File: src/rtl/regfile8x32_rw_pkg.sv
// Shared widths, types and constants for the 8x32 register bank and its neighbours.
package regfile8x32_rw_pkg;

  localparam int unsigned REG_ADDR_W = 3;
  localparam int unsigned REG_COUNT  = 8;
  localparam int unsigned DATA_W     = 32;

  typedef logic [REG_ADDR_W-1:0] reg_addr_t;
  typedef logic [DATA_W-1:0]     word_t;

  localparam reg_addr_t ZERO_REG = 3'd0;

endpackage

File: src/rtl/regfile8x32_rw_if.sv
// Read/write bus of the register bank; master drives requests, slave returns read data.
interface regfile8x32_rw_if
  import regfile8x32_rw_pkg::*;
#(
  parameter int unsigned WIDTH = DATA_W
);

  logic             rd_req;
  reg_addr_t        ra_a;
  reg_addr_t        ra_b;
  logic [WIDTH-1:0] rd_a;
  logic [WIDTH-1:0] rd_b;
  logic             rd_valid;
  logic             we;
  reg_addr_t        wa;
  logic [WIDTH-1:0] wd;
  logic             busy;

  modport master (
    output rd_req, ra_a, ra_b, we, wa, wd,
    input  rd_a, rd_b, rd_valid, busy
  );

  modport slave (
    input  rd_req, ra_a, ra_b, we, wa, wd,
    output rd_a, rd_b, rd_valid, busy
  );

endinterface

File: src/rtl/regfile8x32_rw_mux8to1.sv
// 8:1 WIDTH-bit select mux; unknown select bits yield X so bad addresses are visible in simulation.
module mux8to1
  import regfile8x32_rw_pkg::*;
#(
  parameter int unsigned WIDTH = DATA_W
) (
  input  reg_addr_t                      sel,
  input  logic [REG_COUNT-1:0][WIDTH-1:0] d,
  output logic [WIDTH-1:0]               y
);

  always_comb begin
    case (sel)
      3'd0:    y = d[0];
      3'd1:    y = d[1];
      3'd2:    y = d[2];
      3'd3:    y = d[3];
      3'd4:    y = d[4];
      3'd5:    y = d[5];
      3'd6:    y = d[6];
      3'd7:    y = d[7];
      default: y = 'x;
    endcase
  end

endmodule

File: src/rtl/regfile8x32_rw.sv
// 8-entry register bank: one write port, two registered read ports with write-through bypass.
module regfile8x32_rw
  import regfile8x32_rw_pkg::*;
#(
  parameter int unsigned     WIDTH     = DATA_W,
  parameter bit              ZERO_R0   = 1'b1,
  parameter logic [WIDTH-1:0] RESET_VAL = '0
) (
  input logic            clk,
  input logic            rst_n,
  regfile8x32_rw_if.slave bus
);

  logic [REG_COUNT-1:0][WIDTH-1:0] mem_q;
  logic [WIDTH-1:0] mux_a, mux_b;
  logic [WIDTH-1:0] val_a, val_b;
  logic [WIDTH-1:0] rd_a_q, rd_b_q;
  logic             rd_valid_q;
  logic             wr_en;

  assign wr_en = bus.we && !(ZERO_R0 && (bus.wa == ZERO_REG));

  always_ff @(posedge clk or negedge rst_n) begin
    if (!rst_n) begin
      for (int i = 0; i < int'(REG_COUNT); i++) begin
        mem_q[i] <= RESET_VAL;
      end
    end else if (wr_en) begin
      mem_q[bus.wa] <= bus.wd;
    end
  end

  mux8to1 #(
    .WIDTH(WIDTH)
  ) u_mux_a (
    .sel(bus.ra_a),
    .d  (mem_q),
    .y  (mux_a)
  );

  mux8to1 #(
    .WIDTH(WIDTH)
  ) u_mux_b (
    .sel(bus.ra_b),
    .d  (mem_q),
    .y  (mux_b)
  );

  // Zero-entry override wins over the bypass so a dropped write never leaks through.
  always_comb begin
    val_a = mux_a;
    val_b = mux_b;
    if (bus.we && (bus.wa == bus.ra_a)) val_a = bus.wd;
    if (bus.we && (bus.wa == bus.ra_b)) val_b = bus.wd;
    if (ZERO_R0 && (bus.ra_a == ZERO_REG)) val_a = '0;
    if (ZERO_R0 && (bus.ra_b == ZERO_REG)) val_b = '0;
  end

  always_ff @(posedge clk or negedge rst_n) begin
    if (!rst_n) begin
      rd_a_q     <= '0;
      rd_b_q     <= '0;
      rd_valid_q <= 1'b0;
    end else begin
      rd_valid_q <= bus.rd_req;
      if (bus.rd_req) begin
        rd_a_q <= val_a;
        rd_b_q <= val_b;
      end
    end
  end

  assign bus.rd_a     = rd_a_q;
  assign bus.rd_b     = rd_b_q;
  assign bus.rd_valid = rd_valid_q;
  // busy mirrors the next rd_valid, forced low while reset is held.
  assign bus.busy     = bus.rd_req & rst_n;

endmodule

File: src/flat_wrapper.sv
// flat-port wrapper written by rule: the top's interface ports become plain ports
module regfile8x32_rw_flat import regfile8x32_rw_pkg::*;
#(
  parameter int unsigned     WIDTH     = DATA_W,
  parameter bit              ZERO_R0   = 1'b1,
  parameter logic [WIDTH-1:0] RESET_VAL = '0
)
  (clk, rst_n, bus_rd_req, bus_ra_a, bus_ra_b, bus_we, bus_wa, bus_wd, bus_rd_a, bus_rd_b, bus_rd_valid, bus_busy);
  regfile8x32_rw_if #(.WIDTH(WIDTH)) bus_i ();
  input logic clk;
  input logic rst_n;
  input wire logic [$bits(bus_i.rd_req)-1:0] bus_rd_req;
  input wire logic [$bits(bus_i.ra_a)-1:0] bus_ra_a;
  input wire logic [$bits(bus_i.ra_b)-1:0] bus_ra_b;
  input wire logic [$bits(bus_i.we)-1:0] bus_we;
  input wire logic [$bits(bus_i.wa)-1:0] bus_wa;
  input wire logic [$bits(bus_i.wd)-1:0] bus_wd;
  output wire logic [$bits(bus_i.rd_a)-1:0] bus_rd_a;
  output wire logic [$bits(bus_i.rd_b)-1:0] bus_rd_b;
  output wire logic [$bits(bus_i.rd_valid)-1:0] bus_rd_valid;
  output wire logic [$bits(bus_i.busy)-1:0] bus_busy;
  assign bus_i.rd_req = bus_rd_req;
  assign bus_i.ra_a = bus_ra_a;
  assign bus_i.ra_b = bus_ra_b;
  assign bus_i.we = bus_we;
  assign bus_i.wa = bus_wa;
  assign bus_i.wd = bus_wd;
  assign bus_rd_a = bus_i.rd_a;
  assign bus_rd_b = bus_i.rd_b;
  assign bus_rd_valid = bus_i.rd_valid;
  assign bus_busy = bus_i.busy;
  regfile8x32_rw #(.WIDTH(WIDTH), .ZERO_R0(ZERO_R0), .RESET_VAL(RESET_VAL)) u_core (.clk(clk), .rst_n(rst_n), .bus(bus_i));
endmodule
File: config.mk
export PLATFORM = sky130hd
export DESIGN_NAME = regfile8x32_rw_flat
export DESIGN_NICKNAME = d
export VERILOG_FILES = /design/src/rtl/regfile8x32_rw_pkg.sv /design/src/rtl/regfile8x32_rw_if.sv /design/src/rtl/regfile8x32_rw_mux8to1.sv /design/src/rtl/regfile8x32_rw.sv /design/src/flat_wrapper.sv
export SDC_FILE = /design/constraint.sdc
export NUM_CORES = 1
export LEC_CHECK = 0
export ABC_AREA = 1
export BUFFER_PORTS_ARGS = -buffer_cell sky130_fd_sc_hd__buf_2
export CORE_MARGIN = 4
export CORE_UTILIZATION = 49
export DETAILED_ROUTE_END_ITERATION = 16
export GPL_TIMING_DRIVEN = 0
export HOLD_SLACK_MARGIN = 0.06
export PLACE_DENSITY = 0.79
export SYNTH_ARGS = -nofsm -noshare
export SYNTH_HDL_FRONTEND = slang
export SYNTH_SLANG_ARGS = --single-unit
export TNS_END_PERCENT = 30
File: constraint.sdc
create_clock -name clk -period 1.42 [get_ports clk]
set_input_delay 0.284 -clock clk [delete_from_list [all_inputs] [get_ports clk]]
set_output_delay 0.284 -clock clk [all_outputs]
set_load 0.05 [all_outputs]
==> load_flow_metrics.sql <==
INSERT INTO impl_metrics (metric_group, metric, value, unit) VALUES
('clock_tree', 'tritoncts_num_sinks', '289', ''),
('synthesis', 'synthDistinctLibCells', '22', ''),
('layout', 'most_common_cell_after_layout_fill_and_taps_aside', 'sky130_fd_sc_hd__nand2_1', ''),
('drt', 'drt-initial-drc-count', '2442', ''),
('layout', 'drive_gt1_share', '13.5', '%'),
('pwr', 'internal-power', '0.0171', 'W'),
('die', 'die_x', '186', 'µm'),
('global_route', 'grt.total_usage', '37.8', '%'),
('outcome', 'violations', 'negative setup slack', ''),
('place', 'portBuffers', '106', ''),
('die', 'fp.dieArea', '34600', 'µm²'),
('clock_tree', 'clk_path_buf_depth', '3', ''),
('drt', 'detail_route.vias_per_cell', '6.05', ''),
('die', 'floorplan.die.height', '186', 'µm'),
('clock_tree', 'clock_insertion_delay_worst_skew', '0.53', 'ns'),
('setup_path', 'crit_type', 'in2reg', ''),
('clock_tree', 'cts.htree.levels', '2', ''),
('pwr', 'power_frac_seq', '41.4', '%'),
('die', 'row_count', '64', ''),
('clock_tree', 'clock-root-buffer', 'sky130_fd_sc_hd__clkbuf_16', ''),
('layout', 'finish.net_count', '2424', ''),
('run', 'cap_viol_max_count', '0', ''),
('setup_path', 'cp.required', '1.81', 'ns'),
('drt', 'dr.pass1.iters', '6', ''),
('pwr', 'share_comb_of_total_power', '25.0', '%'),
('setup_path', 'critical_path_peak_fanout', '10', ''),
('setup_path', 'endpoint_arrival_time_on_the_critical_path', '1.91', 'ns'),
('timing', 'hold_viol_final', '0', ''),
('global_route', 'number_of_global_route_vias_before_repair', '15700', ''),
('die', 'initial_core_util', '50.2', '%'),
('drt', 'drt_drc_violations_left', '0', ''),
('setup_path', 'startpoint_type', 'input port', ''),
('die', 'io_pins', '111', ''),
('global_route', 'antenna_found_initial', '1', ''),
('timing', 'slew_headroom', '38.8', '%'),
('drt', 'avgRoutedWirePerCell', '23.7', 'µm'),
('layout', 'top_library_cells_by_usage_in_the_layout_fill_and_taps_aside', 'sky130_fd_sc_hd__nand2_1, sky130_fd_sc_hd__dfrtp_1, sky130_fd_sc_hd__o21ai_0', ''),
('timing', 'final.setup.worst_slack', '-0.0992', 'ns'),
('pwr', 'ir_drop', '0.000926', 'V'),
('synthesis', 'synth_cells', '2198', ''),
('timing', 'post-route-min-period', '1.52', 'ns'),
('timing', 'setup_repair_after_global_routing_missed_its_margin', 'true', ''),
('clock_tree', 'tritoncts', 'yes', ''),
('pwr', 'p_total', '0.0267', 'W'),
('synthesis', 'synth.avg_cell_area', '7.06', 'µm²'),
('timing', 'fin_setup_tns', '-0.293', 'ns'),
('drt', 'antenna_left', '0', ''),
('pwr', 'cellPowerDensity', '1420', 'nW/µm²'),
('global_route', 'grt_first_pass_wirelength', '97900', 'µm'),
('timing', 'maxSlewViolCount', '0', ''),
('global_route', 'grt_start_max_net_pins', '41', ''),
('drt', 'routed-via-count', '16900', ''),
('pwr', 'switching_share', '35.7', '%'),
('outcome', 'outcome', 'finished with violations', ''),
('timing', 'fin_worst_skew', '0.0100', 'ns'),
('timing', 'worst_margin_pin_slew', '0.915', 'ns'),
('place', 'place_congestion', '1.00', ''),
('pwr', 'clock_power_share', '33.6', '%'),
('synthesis', 'synth-seq-area-share', '46.6', '%'),
('synthesis', 'syn_nets', '2243', ''),
('layout', 'utilization', '60.8', '%'),
('drt', 'routed_wirelength', '66300', 'µm'),
('setup_path', 'cp-end-kind', 'flip-flop', ''),
('synthesis', 'synth_area', '15500', 'µm²'),
('timing', 'maxClockFrequency', '658', 'MHz'),
('timing', 'final.period_utilization', '107', '%'),
('worst_hold_path', 'worst_hold_path_type', 'in2reg', ''),
('global_route', 'grt-ovfl-total', '0', ''),
('die', 'floorplan.core_area', '30900', 'µm²'),
('synthesis', 'postSynthRegisterBits', '289', ''),
('clock_tree', 'clk_pin_slew', '0.06', 'ns'),
('timing', 'finalSetupViolCount', '14', ''),
('pwr', 'switching_power_summed_over_all_nets', '0.00951', 'W'),
('place', 'post_detail_place_hpwl', '46800', 'µm'),
('synthesis', 'yosysWarningCount', '0', ''),
('layout', 'synth_to_final_area_change', '21.2', '%'),
('clock_tree', 'tritoncts.num_buffers', '34', ''),
('pwr', 'p_leak', '9.89', 'nW');
[power groups by stage]
stage	Sequential [W]	Combinational, W	Clock [W]
after floorplan	0.0121	0.00274	0
after global placement	0.0110	0.00583	0
after detailed placement	0.0111	0.00598	0
after CTS	0.0109	0.00634	0.00891
after global routing	0.0112	0.00723	0.00924
final	0.0110	0.00667	0.00896
[layer usage]
metal	track usage, %	wire length, µm	up-vias	part of all wire (%)
li1	-	-	7507	-
met1	53.0	25800	7940	39
met2	57.2	28500	1245	43
met3	9.20	8740	233	13
met4	14.1	3220	0	4.9
met5	0	0	-	0
[cells by family (layout without fill, tap and decap cells)]
logic type | count (synthesis) | in the layout | synth area share, %
DFF | 289 | 289 | 46.6
and+or+nand+nor | 1248 | 1248 | 34.2
other | 0 | 1 | 0
AOI/OAI and AO/OA | 338 | 338 | 10.9
buffers and inverters | 323 | 526 | 8.31
[cell usage after synthesis (all sizes together)]
library cell / count / area, µm²
nand2: 695 / 2610
o21ai: 299 / 1500
dfrtp: 289 / 7230
nor2: 260 / 991
nand4: 175 / 1090
inv: 171 / 644
nand3: 111 / 556
clkbuf: 87 / 327
buf: 65 / 319
a21oi: 37 / 185
and2: 5 / 31.3
o21a: 2 / 15.0
nor3: 1 / 10.0
nor3b: 1 / 7.51
[what timing repair did]
item / in CTS / in global routing
gates resized for setup: 89 / 129
setup endpoints to repair: 132 / 171
cloned: 9 / 0
hold endpoints to repair: 172 / 93
pin swaps: 0 / 3
hold buffers: 15 / 6
buffers inserted: 2 / 4
[final timing paths]
path / from / end / slack (ns) / cells after the start
setup reg to reg: u_core.mem_q[196]$_DFFE_PN0P_ / u_core.bus.rd_b[4]$_DFFE_PN0P_ / -0.06 / 6
setup / recovery: bus_ra_b[1] / u_core.bus.rd_b[4]$_DFFE_PN0P_ / -0.1 / 9
hold / removal: bus_wd[0] / u_core.bus.rd_a[0]$_DFFE_PN0P_ / 0.09 / 3
min in group asynchronous: rst_n / u_core.mem_q[80]$_DFFE_PN0P_ / 0.12 / 5
hold reg to reg: u_core.bus.rd_b[6]$_DFFE_PN0P_ / u_core.bus.rd_b[6]$_DFFE_PN0P_ / 0.47 / 2
max in group asynchronous: rst_n / u_core.mem_q[156]$_DFFE_PN0P_ / 0.27 / 3
[critical path, stage by stage]
cell                      delay (ns)
sky130_fd_sc_hd__buf_2          0.15
sky130_fd_sc_hd__buf_2          0.22
sky130_fd_sc_hd__buf_2          0.25
sky130_fd_sc_hd__nand4_1        0.13
sky130_fd_sc_hd__nand2_1        0.09
sky130_fd_sc_hd__nor2_1         0.24
sky130_fd_sc_hd__nand2_1        0.12
sky130_fd_sc_hd__o21ai_0        0.32
sky130_fd_sc_hd__nand2_1        0.09
[state kept, by name, summed over array words and instances (netlist names)]
signal and count:
u_core.mem_q 224, u_core.bus.rd_a 32, u_core.bus.rd_b 32, u_core.bus.rd_valid 1
[final cells by class]
class | count | area, µm²
fillers | 2911 | 12100
flip-flops and latches | 289 | 7230
multi-input cells | 1586 | 7150
repair buffers | 145 | 1410
clock buffers | 51 | 1020
plain buffers | 152 | 753
inverters | 171 | 647
well taps | 396 | 495
clock inverters | 7 | 90.1
diodes | 1 | 2.50
[stage by stage]
| stage | setup WS [ns] | std cells | hold slack (ns) | instance area, µm² |
|---|---|---|---|---|
| 3_3_place_gp | -5.36 | 2700 | 0.420 | 16500 |
| 3_5_place_dp | -1.24 | 2703 | 0.259 | 16600 |
| 2_1_floorplan | 0.0164 | 2198 | -0.0116 | 15500 |
| 6_report | -0.0992 | 2798 | 0.0877 | 18800 |
| 5_1_grt | -0.153 | 2798 | 0.117 | 18800 |
| 4_1_cts | -0.0516 | 2787 | -0.413 | 18400 |
Note: power is estimated with default switching activity, not from simulation.
